--- src/rtl/mem_port_arbiter.sv ---
// Arbitrates a single-port unified memory between instruction fetch (I) and load/store (D).
// One transaction in flight; D wins by default, I is forced through after MAX_WAIT D grants.
module mem_port_arbiter #(
  parameter int WIDTH        = 32,
  parameter int MAX_WAIT     = 4,
  parameter int RESP_TIMEOUT = 16
) (
  input  logic               clk,
  input  logic               rst,
  input  logic               i_req,
  input  logic [WIDTH-1:0]   i_addr,
  output logic               i_gnt,
  output logic               i_rvalid,
  output logic [WIDTH-1:0]   i_rdata,
  input  logic               d_req,
  input  logic               d_we,
  input  logic [WIDTH/8-1:0] d_be,
  input  logic [WIDTH-1:0]   d_addr,
  input  logic [WIDTH-1:0]   d_wdata,
  output logic               d_gnt,
  output logic               d_rvalid,
  output logic [WIDTH-1:0]   d_rdata,
  output logic               mem_req,
  output logic               mem_we,
  output logic [WIDTH/8-1:0] mem_be,
  output logic [WIDTH-1:0]   mem_addr,
  output logic [WIDTH-1:0]   mem_wdata,
  input  logic               mem_gnt,
  input  logic               mem_rvalid,
  input  logic [WIDTH-1:0]   mem_rdata,
  output logic               owner,
  output logic               err
);

  localparam int SW = (MAX_WAIT < 1) ? 1 : $clog2(MAX_WAIT + 1);
  localparam int TW = (RESP_TIMEOUT < 2) ? 1 : $clog2(RESP_TIMEOUT);
  localparam logic [SW-1:0] STARVE_MAX = SW'(MAX_WAIT);
  localparam logic [TW-1:0] TMO_LAST   = TW'(RESP_TIMEOUT - 1);

  typedef enum logic [2:0] {IDLE, REQ_I, REQ_D, RSP_I, RSP_D} state_t;

  state_t        state_reg, state_next;
  logic          owner_reg, owner_next;
  logic [SW-1:0] starve_reg, starve_next;
  logic [TW-1:0] tmo_reg, tmo_next;

  always_ff @(posedge clk or posedge rst) begin
    if (rst) begin
      state_reg  <= IDLE;
      owner_reg  <= 1'b0;
      starve_reg <= '0;
      tmo_reg    <= '0;
    end else begin
      state_reg  <= state_next;
      owner_reg  <= owner_next;
      starve_reg <= starve_next;
      tmo_reg    <= tmo_next;
    end
  end

  assign owner = owner_reg;

  always_comb begin
    state_next  = state_reg;
    owner_next  = owner_reg;
    starve_next = starve_reg;
    tmo_next    = tmo_reg;
    i_gnt       = 1'b0;
    i_rvalid    = 1'b0;
    i_rdata     = '0;
    d_gnt       = 1'b0;
    d_rvalid    = 1'b0;
    d_rdata     = '0;
    mem_req     = 1'b0;
    mem_we      = 1'b0;
    mem_be      = '0;
    mem_addr    = '0;
    mem_wdata   = '0;
    err         = 1'b0;

    case (state_reg)
      IDLE: begin
        // I is forced through once D has won MAX_WAIT times in a row while I waited
        if (d_req && !(i_req && starve_reg == STARVE_MAX)) begin
          state_next = REQ_D;
          owner_next = 1'b1;
        end else if (i_req) begin
          state_next = REQ_I;
          owner_next = 1'b0;
        end
      end

      REQ_I: begin
        tmo_next = '0;
        mem_req  = i_req;
        mem_be   = '1;
        mem_addr = i_addr;
        i_gnt    = mem_gnt & i_req;
        if (!i_req)       state_next = IDLE;
        else if (mem_gnt) state_next = RSP_I;
      end

      REQ_D: begin
        tmo_next  = '0;
        mem_req   = d_req;
        mem_we    = d_we;
        mem_be    = d_be;
        mem_addr  = d_addr;
        mem_wdata = d_wdata;
        d_gnt     = mem_gnt & d_req;
        if (!d_req)       state_next = IDLE;
        else if (mem_gnt) state_next = RSP_D;
      end

      RSP_I: begin
        if (mem_rvalid) begin
          i_rvalid   = 1'b1;
          i_rdata    = mem_rdata;
          state_next = IDLE;
        end else if (tmo_reg == TMO_LAST) begin
          i_rvalid   = 1'b1;
          err        = 1'b1;
          state_next = IDLE;
        end else begin
          tmo_next = tmo_reg + TW'(1);
        end
      end

      RSP_D: begin
        if (mem_rvalid) begin
          d_rvalid   = 1'b1;
          d_rdata    = mem_rdata;
          state_next = IDLE;
        end else if (tmo_reg == TMO_LAST) begin
          d_rvalid   = 1'b1;
          err        = 1'b1;
          state_next = IDLE;
        end else begin
          tmo_next = tmo_reg + TW'(1);
        end
      end

      default: state_next = IDLE;
    endcase

    // Count D grants that I had to watch; any I grant or idle I clears the count
    if (!i_req || i_gnt)
      starve_next = '0;
    else if (d_gnt && starve_reg != STARVE_MAX)
      starve_next = starve_reg + SW'(1);
  end

endmodule

--- config.mk ---
export PLATFORM = sky130hd
export DESIGN_NAME = mem_port_arbiter
export DESIGN_NICKNAME = d
export VERILOG_FILES = /design/src/rtl/mem_port_arbiter.sv
export SDC_FILE = /design/constraint.sdc
export NUM_CORES = 1
export LEC_CHECK = 0
export CAP_MARGIN = 40
export CORE_AREA = 3 3 108 110
export CTS_CLUSTER_SIZE = 25
export DETAILED_ROUTE_END_ITERATION = 7
export DIE_AREA = 0 0 111 113
export PLACE_DENSITY = 0.63
export SYNTH_ARGS = -nofsm -noshare
export SYNTH_HDL_FRONTEND = slang
export SYNTH_SLANG_ARGS = --single-unit
--- constraint.sdc ---
create_clock -name clk -period 5.4 [get_ports clk]
set_clock_uncertainty 0.2 [all_clocks]
set_input_delay 1.08 -clock clk [delete_from_list [all_inputs] [get_ports clk]]
set_output_delay 1.08 -clock clk [all_outputs]
set_load 0.02 [all_outputs]
; Word level (Yosys, flattened, before mapping)
; Index checks and enable logic that the tools add are counted.
; W data, S select, Z words.
[word_totals]
wordCells = 68
output_inout_bits = 140
ff_bits = 11
inputBits = 139
[op_classes]
reduce_logical = 15
bitwise_logic = 2
n_addsub = 2
muxes = 32
eq_ne = 13
[ops]
columns = op, n
row1 = $mux W32, 4
row2 = $pmux W32 S2, 1
row3 = $mux W3, 10
row4 = $pmux W4 S2, 2
row5 = $ne A3 B3 Y1 const B, 4
row6 = $pmux W3 S4, 1
row7 = $mux W1, 11
row8 = $mux W4, 2
row9 = $eq A3 B2 Y1 const B, 2
row10 = $eq A3 B3 Y1 const B, 2
row11 = $reduce_bool A2 Y1, 3
row12 = $add A4 B1 Y4 const B, 1
row13 = $eq A4 B4 Y1 const B, 1
row14 = $ne A2 B2 Y1 const B, 2
row15 = $reduce_and A4 Y1, 1
row16 = $reduce_or A2 Y1, 2
row17 = $add A3 B1 Y3 const B, 1
row18 = $eq A3 B1 Y1 const B, 1
row19 = $logic_and A1 B1 Y1, 3
row20 = $logic_not A3 Y1, 1
row21 = $ne A3 B1 Y1 const B, 1
row22 = $reduce_and A3 Y1, 1
row23 = $and A1 B1 Y1, 2
row24 = $logic_not A1 Y1, 2
row25 = other kinds (3), 3

; Logic depth before layout (Yosys ltp)
[depth]
depth_word = 6
mapped_depth = 6
mapped_depth_nobuf = 6

; Worst setup path after synthesis
; No wires, ideal clock.
[synth_timing]
path_type = input to output
start = in mem_rvalid
end = out d_rdata[10]
arrival_ps = 1959
path_stages = 4
required_time_ps = 4120
slack_ps = 2161
path_cell_list = clkbuf_1 > clkbuf_1 > nand2_1 > nor2_1
[synth_via]
elab_chain_len = 2
[synth_lines]
columns = element, line_no
row1 = start: declaration, 29  ; input logic mem_rvalid,
row2 = $mux W32, 130  ; if (mem_rvalid) begin
row3 = $mux W32, 81  ; case (state_reg)
row4 = end: declaration, 22  ; output logic [WIDTH-1:0] d_rdata,
; No other way between the ends.

; Final worst setup path
[layout_timing]
start = in mem_rvalid
end = out i_rvalid
[layout_via]
elab_chain_len = 2
[layout_lines]
columns = element, line_no
row1 = $mux W1, --
row2 = $mux W1, 81
row3 = end: declaration, 13  ; output logic i_rvalid,
; No other way between the ends.

==> results.py <==
metrics = {
    "timing": {
        "slew_viol_final": 0,
        "finalCriticalPeriod_ns": 4.166,
        "fin_ws_ns": 1.234,
        "tns_ns": 0,
        "worst_pin_slew_ns": 0.6260,
        "finalSetupViolations": 0,
        "whs_ns": 0.2800,
        "slew_headroom": 0.5807,
        "finalHoldViolCount": 0,
        "rsz0062_at_grt": "no",
        "period_share": 0.7714,
        "max_freq_ghz": 0.2401,
    },
    "synth": {
        "synthXorXnorAreaFrac": 0.009972,
        "synth-adder-area-share": 0.02137,
        "ys_warn_count": 0,
        "yosys.area_share.simple": 0.4594,
        "synth_area_um2": 1757,
        "ys_ff_latch": 11,
        "synthCells": 280,
        "synth_area_per_cell_um2": 6.274,
        "synth-compound-area-share": 0.2564,
        "synth-seq-area-share": 0.1567,
        "synthMuxAreaShare": 0.01425,
        "syn_nets": 422,
        "synth_cell_types": 42,
        "synth_top_family_by_area": "simple AND/OR/NAND/NOR gates",
    },
    "worst_setup_path": {
        "startpoint": "mem_rvalid",
        "timing.rr.start": "tmo_reg[0]",
        "endpoint_kind": "primary output",
        "start_kind": "input pin",
        "cp.required_ns": 4.12,
        "path_max_fanout": 35,
        "worstPathArrival_ns": 2.89,
        "critPathKind": "in2out",
    },
    "placement": {
        "place_worst_setup_slack_ns": 1.220,
        "placed_area_um2": 4687,
        "place_inst": 678,
        "io_buffers": 278,
        "dp_hpwl_mm": 9.578,
        "place_congestion": 0.9293,
    },
    "finish": {
        "fin_cells": 682,
        "final_cell_area_um2": 4732,
        "seq_area_um2": 275.3,
        "syn_to_final_growth_pct": 169.4,
        "final_nets": 685,
        "drive_above_1_share": 0.03137,
        "multi_input_area_um2": 1344,
        "largest_reg_flops": 4,
        "final_cell_mix": "278 x clkdlybuf4s50_1, 69 x nor2_1, 43 x nand2_1, 34 x and3_1, 32 x a22o_1",
        "fill_cells": 1117,
        "diodes": 0,
        "fin_util": 0.4384,
        "final_common_cell": "clkdlybuf4s50_1",
    },
    "drt": {
        "vias": 3113,
        "dr.pass1.iters": 5,
        "antenna_left": 0,
        "drt_iter0_drc": 201,
        "viasPerCell": 4.565,
        "wl_mm": 11.24,
        "drc": 0,
        "wl_per_cell_um": 16.48,
    },
    "floorplanning": {
        "rows": 38,
        "initial_utilization": 0.1628,
        "fp.dieArea_um2": 12540,
        "core_um2": 10790,
        "ios": 279,
        "die_h_um": 113,
        "die_w_um": 111,
    },
    "global_route": {
        "antenna_found_initial": 0,
        "grt.total_usage": 0.1623,
        "grt_first_pass_wirelength_mm": 16.39,
        "grt_max_degree": 44,
        "grt-ovfl-total": 0,
        "grt_pass1_vias": 3063,
    },
    "min_path": {
        "min_from": "owner",
        "hold_class": "reg2reg",
    },
    "clock_tree": {
        "holdBufCountCts": 0,
        "htreeDepth": 1,
        "root_buffer": "clkbuf_8",
        "clock_path_buffers": 2,
        "post_cts_resized": 0,
        "path_clk_slew_ns": 0.05,
        "cts_buffers": 3,
        "cts_tree": "built",
        "insertion_delay_ns": 0.24,
        "postCtsSetupRepairBufs": 0,
        "clkSinkCount": 11,
    },
    "outcome": {
        "status": "completed",
    },
    "flow_run": {
        "cap_violations": 0,
    },
    "power_and_ir_drop": {
        "max-vdd-ir-drop_uv": 188.5,
        "finalPower_mw": 1.647,
        "p_leak_nw": 1.923,
        "power.density_nw_per_um2": 348.0,
    },
}
-- power by group --
part | switching [mW] | leakage, nW | internal [mW]
logic | 0.738 | 1.75 | 0.693
clock network | 0.0297 | 0.0228 | 0.0517
registers | 0.0340 | 0.147 | 0.100
total | 0.802 | 1.92 | 0.845
-- worst paths after layout --
check | endpoint | slack [ns] | cells past startpoint
setup / recovery | i_rvalid | 1.23 | 5
hold / removal | owner | 0.28 | 2
setup reg to reg | state_reg[1] | 3.24 | 5
hold reg to reg | owner | 0.28 | 2
max in group asynchronous | tmo_reg[1] | 3.74 | 2
min in group asynchronous | starve_reg[2] | 0.95 | 2
-- Yosys cell counts --
cell,instances,share of area
nor3b_2,1,0.0071
a21boi_0,1,0.0043
dfrtp_1,11,0.16
a31oi_1,2,0.0071
or3b_1,1,0.0050
inv_1,6,0.013
nor2_2,1,0.0036
and3b_1,1,0.0050
nor3_1,2,0.0057
o211a_1,1,0.0057
nand3_1,7,0.020
buf_4,2,0.0085
or2_2,1,0.0036
nor3_4,1,0.0093
nor2_1,69,0.15
a22o_1,32,0.16
a311oi_1,1,0.0050
and2_1,1,0.0036
and3_1,34,0.12
or4_1,1,0.0043
o21ai_1,2,0.0057
xnor2_1,2,0.010
o31ai_1,1,0.0043
a21oi_1,3,0.0085
o21ai_0,4,0.011
clkbuf_1,19,0.041
a32oi_1,2,0.010
mux2_4,1,0.0085
o211ai_1,1,0.0043
a22oi_1,1,0.0043
ha_1,3,0.021
nand3b_1,3,0.013
nor2b_1,1,0.0036
nand4_1,1,0.0036
a211o_1,1,0.0050
and3_2,1,0.0043
buf_2,7,0.020
a21o_1,5,0.021
nand2b_1,1,0.0036
nor3b_1,1,0.0043
nand2_1,43,0.092
mux2i_1,1,0.0057
-- worst max-delay path, cell delays in order --
cell	delay, ns
clkdlybuf4s50_1	0.40
buf_4	0.24
a31oi_1	0.52
nor2_1	0.09
clkdlybuf4s50_1	0.56
-- area by class of cell --
| type | instances | area share |
|---|---|---|
| clock buffer | 4 | 0.009519 |
| tap | 140 | 0.03702 |
| multi-input combinational | 235 | 0.2840 |
| inverter | 6 | 0.004759 |
| sequential | 11 | 0.05817 |
| timing repair buffer | 286 | 0.6066 |
-- cells by family (layout without fill, tap and decap cells) --
family                   Yosys count  in the layout
flip-flops                        11             11
adder cells (fa/ha/maj)            3              3
AO/OA/AOI/OAI                     57             57
multiplexers                       2              2
AND/OR/NAND/NOR                  171            171
buffers and inverters             34            296
XOR/XNOR                           2              2
-- routing by layer --
layer / GRT usage / share of wire / vias to the layer above
li1: - / - / 1504
met1: 0.1694 / 0.37 / 1400
met2: 0.3176 / 0.51 / 190
met3: 0.04278 / 0.091 / 19
met4: 0.04680 / 0.025 / 0
met5: 0 / 0 / -
(Power assumes the default switching activity.)
